<file path="src/rtl/cu_param_pkg.sv">
// Shared types and constants for the parametrised multi-cycle control unit.
// Holds the FSM state enum, instruction class codes, bus mux source codes
// and the ALU operation codes that the control unit drives.
package cu_param_pkg;

  typedef enum logic [3:0] {
    StFetch1,
    StFetch2,
    StExec,
    StAlu2,
    StBr,
    StOpnd,
    StMrd,
    StMwr,
    StPush2,
    StHalt,
    StInt1,
    StInt2,
    StInt3,
    StInt4
  } cu_state_e;

  // Instruction class, taken from the top four opcode bits.
  localparam logic [3:0] OP_ALU0 = 4'h0;
  localparam logic [3:0] OP_ALU1 = 4'h1;
  localparam logic [3:0] OP_ALU2 = 4'h2;
  localparam logic [3:0] OP_AND  = 4'h3;
  localparam logic [3:0] OP_NOT  = 4'h4;
  localparam logic [3:0] OP_JMP  = 4'h5;
  localparam logic [3:0] OP_JC   = 4'h6;
  localparam logic [3:0] OP_LDD  = 4'h7;
  localparam logic [3:0] OP_LDI  = 4'h8;
  localparam logic [3:0] OP_STI  = 4'h9;
  localparam logic [3:0] OP_LDR  = 4'hA;
  localparam logic [3:0] OP_RSVD = 4'hB;  // NOP, or RETI when INTR_EN is defined
  localparam logic [3:0] OP_PUSH = 4'hC;
  localparam logic [3:0] OP_POP  = 4'hD;
  localparam logic [3:0] OP_LDSP = 4'hE;
  localparam logic [3:0] OP_HALT = 4'hF;

  // Bus-1 sources.
  localparam logic [2:0] M1_GPRF = 3'd0;
  localparam logic [2:0] M1_PC   = 3'd5;
  localparam logic [2:0] M1_SP   = 3'd6;

  // Bus-2 sources.
  localparam logic [1:0] M2_ALU  = 2'd0;
  localparam logic [1:0] M2_BUS1 = 2'd1;
  localparam logic [1:0] M2_MEM  = 2'd2;
  localparam logic [1:0] M2_VEC  = 2'd3;

  // ALU operations driven from ALU2.
  localparam logic [3:0] ALU_AND = 4'd3;
  localparam logic [3:0] ALU_NOT = 4'd4;

endpackage

</file>
<file path="src/rtl/cu_onehot_dec.sv">
// Binary-to-one-hot decoder with enable, used for the GPRF write enables.
// Ports:
//   en_i      - decoder enable; all outputs low when clear
//   sel_i     - binary register index
//   onehot_o  - one-hot write enable, bit sel_i set when enabled
module cu_onehot_dec #(
  parameter int unsigned SelW = 2
) (
  input  logic                   en_i,
  input  logic [SelW-1:0]        sel_i,
  output logic [(2**SelW)-1:0]   onehot_o
);

  always_comb begin
    onehot_o = '0;
    if (en_i) begin
      onehot_o[sel_i] = 1'b1;
    end
  end

endmodule

</file>
<file path="src/rtl/cu_param_mc.sv">
// Parametrised multi-cycle control unit for an accumulator/register machine with
// 2**REG_W general purpose registers. Moore FSM decoding the IR into datapath
// strobes, bus mux selects, GPRF selects and memory requests. Memory states hold
// their request until mem_ready and fire their strobes only in the ready cycle.
//
// Optional feature: define INTR_EN to add irq/irq_ack, the interrupt entry
// sequence (INT1..INT4), RETI on class B and wake-from-HALT on irq.
//
// Ports:
//   clk, rst          - clock, synchronous active-high reset
//   opcode            - IR contents: class | rs | rd
//   alu_flags         - ALU status; bit FLAG_IDX is the branch condition
//   mem_ready         - memory completes the current access this cycle
//   irq / irq_ack     - interrupt request / acknowledge (INTR_EN only)
//   load_R            - one-hot GPRF write enable
//   gprf_sel_read/write - GPRF port selects
//   inc_PC .. load_SP - datapath strobes
//   alu_select        - ALU operation
//   Mux_1_sel, Mux_2_sel - bus source selects
//   read, write       - memory request
//   halted            - unit is in HALT
module cu_param_mc
  import cu_param_pkg::*;
#(
  parameter int unsigned REG_W    = 2,
  parameter int unsigned OPC_W    = 4 + 2 * REG_W,
  parameter int unsigned FLAG_IDX = 0,
  parameter logic [7:0]  IRQ_VEC  = 8'hF0
) (
  input  logic                  clk,
  input  logic                  rst,
  input  logic [OPC_W-1:0]      opcode,
  input  logic [7:0]            alu_flags,
  input  logic                  mem_ready,
`ifdef INTR_EN
  input  logic                  irq,
  output logic                  irq_ack,
`endif
  output logic [(2**REG_W)-1:0] load_R,
  output logic [REG_W-1:0]      gprf_sel_read,
  output logic [REG_W-1:0]      gprf_sel_write,
  output logic                  inc_PC,
  output logic                  load_PC,
  output logic                  load_Add_R,
  output logic                  load_Reg_Y,
  output logic                  load_Reg_Z,
  output logic                  load_IR,
  output logic                  inc_SP,
  output logic                  dec_SP,
  output logic                  load_SP,
  output logic [3:0]            alu_select,
  output logic [2:0]            Mux_1_sel,
  output logic [1:0]            Mux_2_sel,
  output logic                  read,
  output logic                  write,
  output logic                  halted
);

  // The vector itself is supplied by the datapath on bus-2 source 3.
  localparam logic [7:0] UnusedIrqVec = IRQ_VEC;

  cu_state_e        state_q, state_d;
  logic [REG_W-1:0] rs_q, rs_d;
  logic [REG_W-1:0] rd_q, rd_d;
  logic [3:0]       cls_q, cls_d;
  logic             load_r_en;
  logic             take_irq;
  logic             is_reti;

  logic [3:0]       opc_cls;
  logic [REG_W-1:0] opc_rs;
  logic [REG_W-1:0] opc_rd;

  assign opc_cls = opcode[OPC_W-1 -: 4];
  assign opc_rs  = opcode[2*REG_W-1 -: REG_W];
  assign opc_rd  = opcode[REG_W-1:0];

`ifdef INTR_EN
  logic ie_q, ie_d;

  assign take_irq = irq && ie_q;
  assign is_reti  = (cls_q == OP_RSVD);

  always_ff @(posedge clk) begin
    if (rst) begin
      ie_q <= 1'b1;
    end else begin
      ie_q <= ie_d;
    end
  end
`else
  assign take_irq = 1'b0;
  assign is_reti  = 1'b0;
`endif

  always_ff @(posedge clk) begin
    if (rst) begin
      state_q <= StFetch1;
      rs_q    <= '0;
      rd_q    <= '0;
      cls_q   <= '0;
    end else begin
      state_q <= state_d;
      rs_q    <= rs_d;
      rd_q    <= rd_d;
      cls_q   <= cls_d;
    end
  end

  always_comb begin
    state_d        = state_q;
    rs_d           = rs_q;
    rd_d           = rd_q;
    cls_d          = cls_q;
`ifdef INTR_EN
    ie_d           = ie_q;
    irq_ack        = 1'b0;
`endif
    load_r_en      = 1'b0;
    gprf_sel_read  = '0;
    gprf_sel_write = '0;
    inc_PC         = 1'b0;
    load_PC        = 1'b0;
    load_Add_R     = 1'b0;
    load_Reg_Y     = 1'b0;
    load_Reg_Z     = 1'b0;
    load_IR        = 1'b0;
    inc_SP         = 1'b0;
    dec_SP         = 1'b0;
    load_SP        = 1'b0;
    alu_select     = '0;
    Mux_1_sel      = M1_GPRF;
    Mux_2_sel      = M2_ALU;
    read           = 1'b0;
    write          = 1'b0;
    halted         = 1'b0;

    // While reset is held every output stays low; the flops reload on the edge.
    if (!rst) begin
      unique case (state_q)
        StFetch1: begin
          if (take_irq) begin
            state_d = StInt1;
          end else begin
            Mux_1_sel  = M1_PC;
            Mux_2_sel  = M2_BUS1;
            load_Add_R = 1'b1;
            state_d    = StFetch2;
          end
        end

        StFetch2: begin
          read      = 1'b1;
          Mux_2_sel = M2_MEM;
          if (mem_ready) begin
            load_IR = 1'b1;
            inc_PC  = 1'b1;
            state_d = StExec;
          end
        end

        StExec: begin
          cls_d   = opc_cls;
          rs_d    = opc_rs;
          rd_d    = opc_rd;
          state_d = StFetch1;
          unique case (opc_cls)
            OP_ALU0, OP_ALU1, OP_ALU2: begin
              alu_select = opc_cls;
              load_Reg_Z = 1'b1;
            end
            OP_AND, OP_NOT: begin
              gprf_sel_read = opc_rs;
              Mux_1_sel     = M1_GPRF;
              Mux_2_sel     = M2_BUS1;
              load_Reg_Y    = 1'b1;
              state_d       = StAlu2;
            end
            OP_JMP, OP_JC: begin
              if (opc_cls == OP_JMP || alu_flags[FLAG_IDX]) begin
                Mux_1_sel  = M1_PC;
                Mux_2_sel  = M2_BUS1;
                load_Add_R = 1'b1;
                state_d    = StBr;
              end else begin
                // Not taken: step over the branch target operand.
                inc_PC = 1'b1;
              end
            end
            OP_LDD, OP_LDI, OP_STI: begin
              Mux_1_sel  = M1_PC;
              Mux_2_sel  = M2_BUS1;
              load_Add_R = 1'b1;
              state_d    = StOpnd;
            end
            OP_LDR: begin
              gprf_sel_read = opc_rs;
              Mux_1_sel     = M1_GPRF;
              Mux_2_sel     = M2_BUS1;
              load_Add_R    = 1'b1;
              state_d       = StMrd;
            end
            OP_PUSH: begin
              dec_SP  = 1'b1;
              state_d = StPush2;
            end
            OP_POP: begin
              Mux_1_sel  = M1_SP;
              Mux_2_sel  = M2_BUS1;
              load_Add_R = 1'b1;
              state_d    = StMrd;
            end
            OP_LDSP: begin
              gprf_sel_read = opc_rs;
              Mux_1_sel     = M1_GPRF;
              load_SP       = 1'b1;
            end
            OP_HALT: begin
              state_d = StHalt;
            end
            default: begin
`ifdef INTR_EN
              // RETI: address the stack top, the pop lands in PC from MRD.
              Mux_1_sel  = M1_SP;
              Mux_2_sel  = M2_BUS1;
              load_Add_R = 1'b1;
              state_d    = StMrd;
`endif
            end
          endcase
        end

        StAlu2: begin
          gprf_sel_read  = rd_q;
          gprf_sel_write = rd_q;
          Mux_2_sel      = M2_ALU;
          alu_select     = (cls_q == OP_AND) ? ALU_AND : ALU_NOT;
          load_r_en      = 1'b1;
          state_d        = StFetch1;
        end

        StBr: begin
          read      = 1'b1;
          Mux_2_sel = M2_MEM;
          if (mem_ready) begin
            load_PC = 1'b1;
            state_d = StFetch1;
          end
        end

        StOpnd: begin
          read      = 1'b1;
          Mux_2_sel = M2_MEM;
          if (mem_ready) begin
            inc_PC = 1'b1;
            if (cls_q == OP_LDD) begin
              load_r_en = 1'b1;
              state_d   = StFetch1;
            end else begin
              load_Add_R = 1'b1;
              state_d    = (cls_q == OP_STI) ? StMwr : StMrd;
            end
          end
        end

        StMrd: begin
          read      = 1'b1;
          Mux_2_sel = M2_MEM;
          if (!is_reti) begin
            gprf_sel_write = rd_q;
          end
          if (mem_ready) begin
            state_d = StFetch1;
            if (is_reti) begin
              load_PC = 1'b1;
              inc_SP  = 1'b1;
`ifdef INTR_EN
              ie_d    = 1'b1;
`endif
            end else begin
              load_r_en = 1'b1;
              inc_SP    = (cls_q == OP_POP);
            end
          end
        end

        StPush2: begin
          Mux_1_sel  = M1_SP;
          Mux_2_sel  = M2_BUS1;
          load_Add_R = 1'b1;
          state_d    = StMwr;
        end

        StMwr: begin
          write         = 1'b1;
          gprf_sel_read = rs_q;
          Mux_1_sel     = M1_GPRF;
          if (mem_ready) begin
            state_d = StFetch1;
          end
        end

        StHalt: begin
          halted = 1'b1;
`ifdef INTR_EN
          if (irq) begin
            state_d = StInt1;
          end
`endif
        end

`ifdef INTR_EN
        StInt1: begin
          dec_SP  = 1'b1;
          state_d = StInt2;
        end

        StInt2: begin
          Mux_1_sel  = M1_SP;
          Mux_2_sel  = M2_BUS1;
          load_Add_R = 1'b1;
          state_d    = StInt3;
        end

        StInt3: begin
          write     = 1'b1;
          Mux_1_sel = M1_PC;
          if (mem_ready) begin
            state_d = StInt4;
          end
        end

        StInt4: begin
          Mux_2_sel = M2_VEC;
          load_PC   = 1'b1;
          irq_ack   = 1'b1;
          ie_d      = 1'b0;
          state_d   = StFetch1;
        end
`endif

        default: begin
          state_d = StFetch1;
        end
      endcase
    end
  end

  cu_onehot_dec #(
    .SelW(REG_W)
  ) u_load_dec (
    .en_i     (load_r_en),
    .sel_i    (rd_q),
    .onehot_o (load_R)
  );

endmodule

</file>
<file path="config.mk">
export PLATFORM = sky130hd
export DESIGN_NAME = cu_param_mc
export DESIGN_NICKNAME = d
export VERILOG_FILES = /design/src/rtl/cu_param_pkg.sv /design/src/rtl/cu_onehot_dec.sv /design/src/rtl/cu_param_mc.sv
export SDC_FILE = /design/constraint.sdc
export NUM_CORES = 1
export LEC_CHECK = 0
export ABC_AREA = 1
export CAP_MARGIN = 20
export CORE_MARGIN = 3
export CORE_UTILIZATION = 41
export DETAILED_ROUTE_END_ITERATION = 8
export PLACE_DENSITY_LB_ADDON = 0.25
export SYNTH_ARGS = -nofsm -noshare
export SYNTH_HDL_FRONTEND = slang
export SYNTH_SLANG_ARGS = --single-unit
export TNS_END_PERCENT = 10
</file>
<file path="constraint.sdc">
create_clock -name clk -period 1.7 [get_ports clk]
set_input_delay 0.34 -clock clk [delete_from_list [all_inputs] [get_ports clk]]
set_output_delay 0.34 -clock clk [all_outputs]
set_load 0.02 [all_outputs]
</file>
==> summary.md <==
| Metric | Value |
|---|---|
| Status | finished with violations |
| Failing checks | setup timing |
| Clock power share | 14.4% |
| Placed insts | 295 |
| Synth top area share | a little under a quarter |
| PortBufs | 39 |
| Final slew viol count | 0 |
| Number of flops mapped to enable cells by yosys | 0 |
| # hold bufs at CTS | 0 |
| WL final | 4340 um |
| 1st-iter DRT viols | 83 |
| Top FF cell, synth | dfxtp_1 |
| Setup_tns | -3.62 ns |
| Global route overflow | 0 |
| Initial antenna violation count | 0 |
| Total core area | 0.00234 sq mm |
| Post-route DRC | 0 |
| Critical path type | flop to output pin |
| Register area share after synthesis | 22.5% |
| Share of post-route cells with drive strength above 1 | ~49% |
| Post-synth ARST share | 0% |
| Final cell count without fillers | slightly above 300 |
| H-tree depth | 1 |
| Cell count after synthesis | 187 |
| Reg2reg setup slack | 0.25 ns |
| Pre-CTS WS | -0.889 ns |
| Reg2reg path depth | 9 |
| Horiz. Die Dim | 57.0 um |
| CTS Buf Count | 3 |
| Syn Std Cell Area | approximately 0.0011 sq mm |
| Hold Startpoint | opcode[4] |
| CTS max path bufs | 2 |
| IO Pins | 48 |
| Vias per cell | 5.40 |
| Area delta synth->final | 83.1% |
| Hold Path Depth | 3 |
| Multi-input gate area | about 810 sq um |
| Clk root buf | clkbuf_4 |
| Cell taking the most area after synthesis | dfxtp_1 |
| Vias | 1635 |
| Reg-to-Reg End | state_q[1] |
| Gr usage total | about a quarter |
| CTS clk-pin slew, worst paths | 0.08 ns |
| Worst Path Required | 1.36 ns |
| Peak VDD IR | 0.000690 V |
| Warnings from Yosys | 0 |
| Unique masters post-synth | 28 |
| Reg2reg start | state_q[3] |
| Max cap viols | 0 |
| Sequential fraction of design power | between 20% and 30% |
| Die footprint | ~0.0032 sq mm |
| F_max | 0.525 GHz |
| Fin crit share | 112% |
| CTS tree | done |
| Synth area leaders | dfxtp_1, nand2_1, a21oi_1 |
| CP max stage delay | 0.37 ns |
| DRT antenna net count | 0 |
| Setup violators final | 26 |
| First-pass GRT wire length | 6880 um |
| Crit path time final | 1.90 ns |
| WL/cell | around 14 um |
| Pwr dens | 871 mW/mm^2 |
| Number of fill cells | 155 |
| Die span in y | 57.0 um |
| Crit-path cells | inv_2 > nor2_4 > buf_4 > nand2_2 > a21oi_2 > a21oi_2 > nor3_1 > buf_4 |
| Clock sinks | 12 |
| Mapped Nets | 206 |
| Row count | 17 |
| Placer Congestion | between 0.9 and 1 |
| Final core occ | a little over four fifths |
| Critical Path Start Type | flop |
| Comb pwr share | between 60% and 70% |
| Critical path fanouts, max | 4 |
| Final WS setup | -0.203 ns |
| Final HPWL from detailed placement | 3270 um |
| Worst Skew | 0.00104 ns |
| Seq cells post-synth | 12 |
| Reg area | 253 sq um |
| Slowest stage cell, crit path | dfxtp_2 |
| RSZ-0062 raised after global routing | yes |
| Int Pwr | 0.938 mW |
| Crit end category | output pin |
| Number of global-route vias before repair | roughly 1500 |
| Number of diodes | 0 |
| # nets final | 295 |
| WP data arrival | 1.56 ns |
| Worst min path class | input port to flop |
| Sw Pwr | 0.761 mW |
| Leak | 0.940 nW |
| Largest net degree at the start of global routing | 18 |
| Worst skew pair latency | 0.29 ns |
| Fin. Hold Viols | 0 |
| Mapped Avg Cell Area | 5.70 sq um |
| Starting Density | 45.6% |
| Sw Ratio | 44.8% |
| WHS Endpoint | cls_q[0] |
| DRT Pass-1 Iters | 4 |
[layout by cell type (no fill, tap or decap), types with 4 or more instances in the layout]
master,instances
buf_4,64
nand2_1,46
inv_1,17
a21oi_1,12
nor2_1,12
nand3_1,10
nor3_1,8
dfxtp_1,8
buf_2,7
inv_2,6
nor2_2,6
a21oi_2,6
clkdlybuf4s50_1,6
buf_6,6
nor2_4,5
o21ai_1,5
clkdlybuf4s15_2,5
nand2_2,4
a31oi_1,4
nand3_2,4
o21ai_0,4
[sequential cells by signal (all words and copies together) (netlist names)]
register and count:
cls_q 4, rd_q 2, rs_q 2, state_q 4
[power groups by stage]
stage	logic, mW	clock network, mW	registers, mW
detailed placement	0.946	0	0.408
global placement	0.921	0	0.403
global route	1.12	0.269	0.421
floorplan	0.466	0	0.402
finish	1.04	0.245	0.415
CTS	0.959	0.248	0.410
[routing by layer]
layer	part of all wire (%)	track usage [%]	wire length [um]
met5	0	0	0
met1	42	33.2	1810
met2	50	45.2	2170
met3	6.3	4.07	273
met4	2.1	10.6	91
[cell families (layout without fill, tap and decap cells)]
group                  count (synthesis)  count (layout)  share of synthesized area [%]
DFF                                   12              12                           22.5
AOI/OAI and AO/OA                     35              35                           18.4
and+or+nand+nor                      107             107                           46.4
buffers and inverters                 32             120                           12.3
other                                  1               1                          0.352
[how the worst max path moves through the flow]
stage	slack [ns]	end	cells past startpoint	startpoint
after floorplan	-0.02	load_R[0]	6	state_q[0]
after global placement	-0.85	Mux_2_sel[0]	10	opcode[4]
after detailed placement	-0.89	load_Add_R	10	opcode[4]
after CTS	-0.23	load_R[0]	8	state_q[1]
after global routing	-0.30	load_R[1]	8	state_q[1]
final	-0.20	load_R[3]	8	state_q[1]
[synthesized netlist by cell type, types with 4 or more instances]
master    n
nand2_1  49
a21oi_1  16
inv_2     4
a31oi_1   4
o21ai_0   7
nor2_1   18
nand3_1  12
nor3_1   12
inv_1    21
dfxtp_1  12
[worst max-delay path: cells and delay by family, from the launching register on]
kind / cells / cell delay (ns)
AO/OA/AOI/OAI: 2 / 0.22
AND/OR/NAND/NOR: 3 / 0.31
buffers and inverters: 3 / 0.36
flip-flops: 1 / 0.37
[metrics by stage]
step	area, sq um	hold WS, ns	power (mW)
after CTS	1870	0.427	1.62
after floorplan	1070	0.445	0.868
after detailed placement	1820	0.466	1.35
after global routing	1950	0.454	1.81
final	1950	0.429	1.70
after global placement	1820	0.454	1.32
[layout make-up]
cell class                      count  area share (%)
Clock buffer                        4            1.86
Inverter                           27            5.64
Multi-Input combinational cell    143            41.5
Sequential cell                    12            12.9
Tap cell                           28            1.79
Timing Repair Buffer               89            36.3
[repair_timing]
action                                  CTS  global route
endpoints found under the setup margin   28            27
gates resized for setup                 183            28
pin swaps                                 8             6
setup buffers                             4             0
Note: power is estimated with default switching activity, not from simulation.
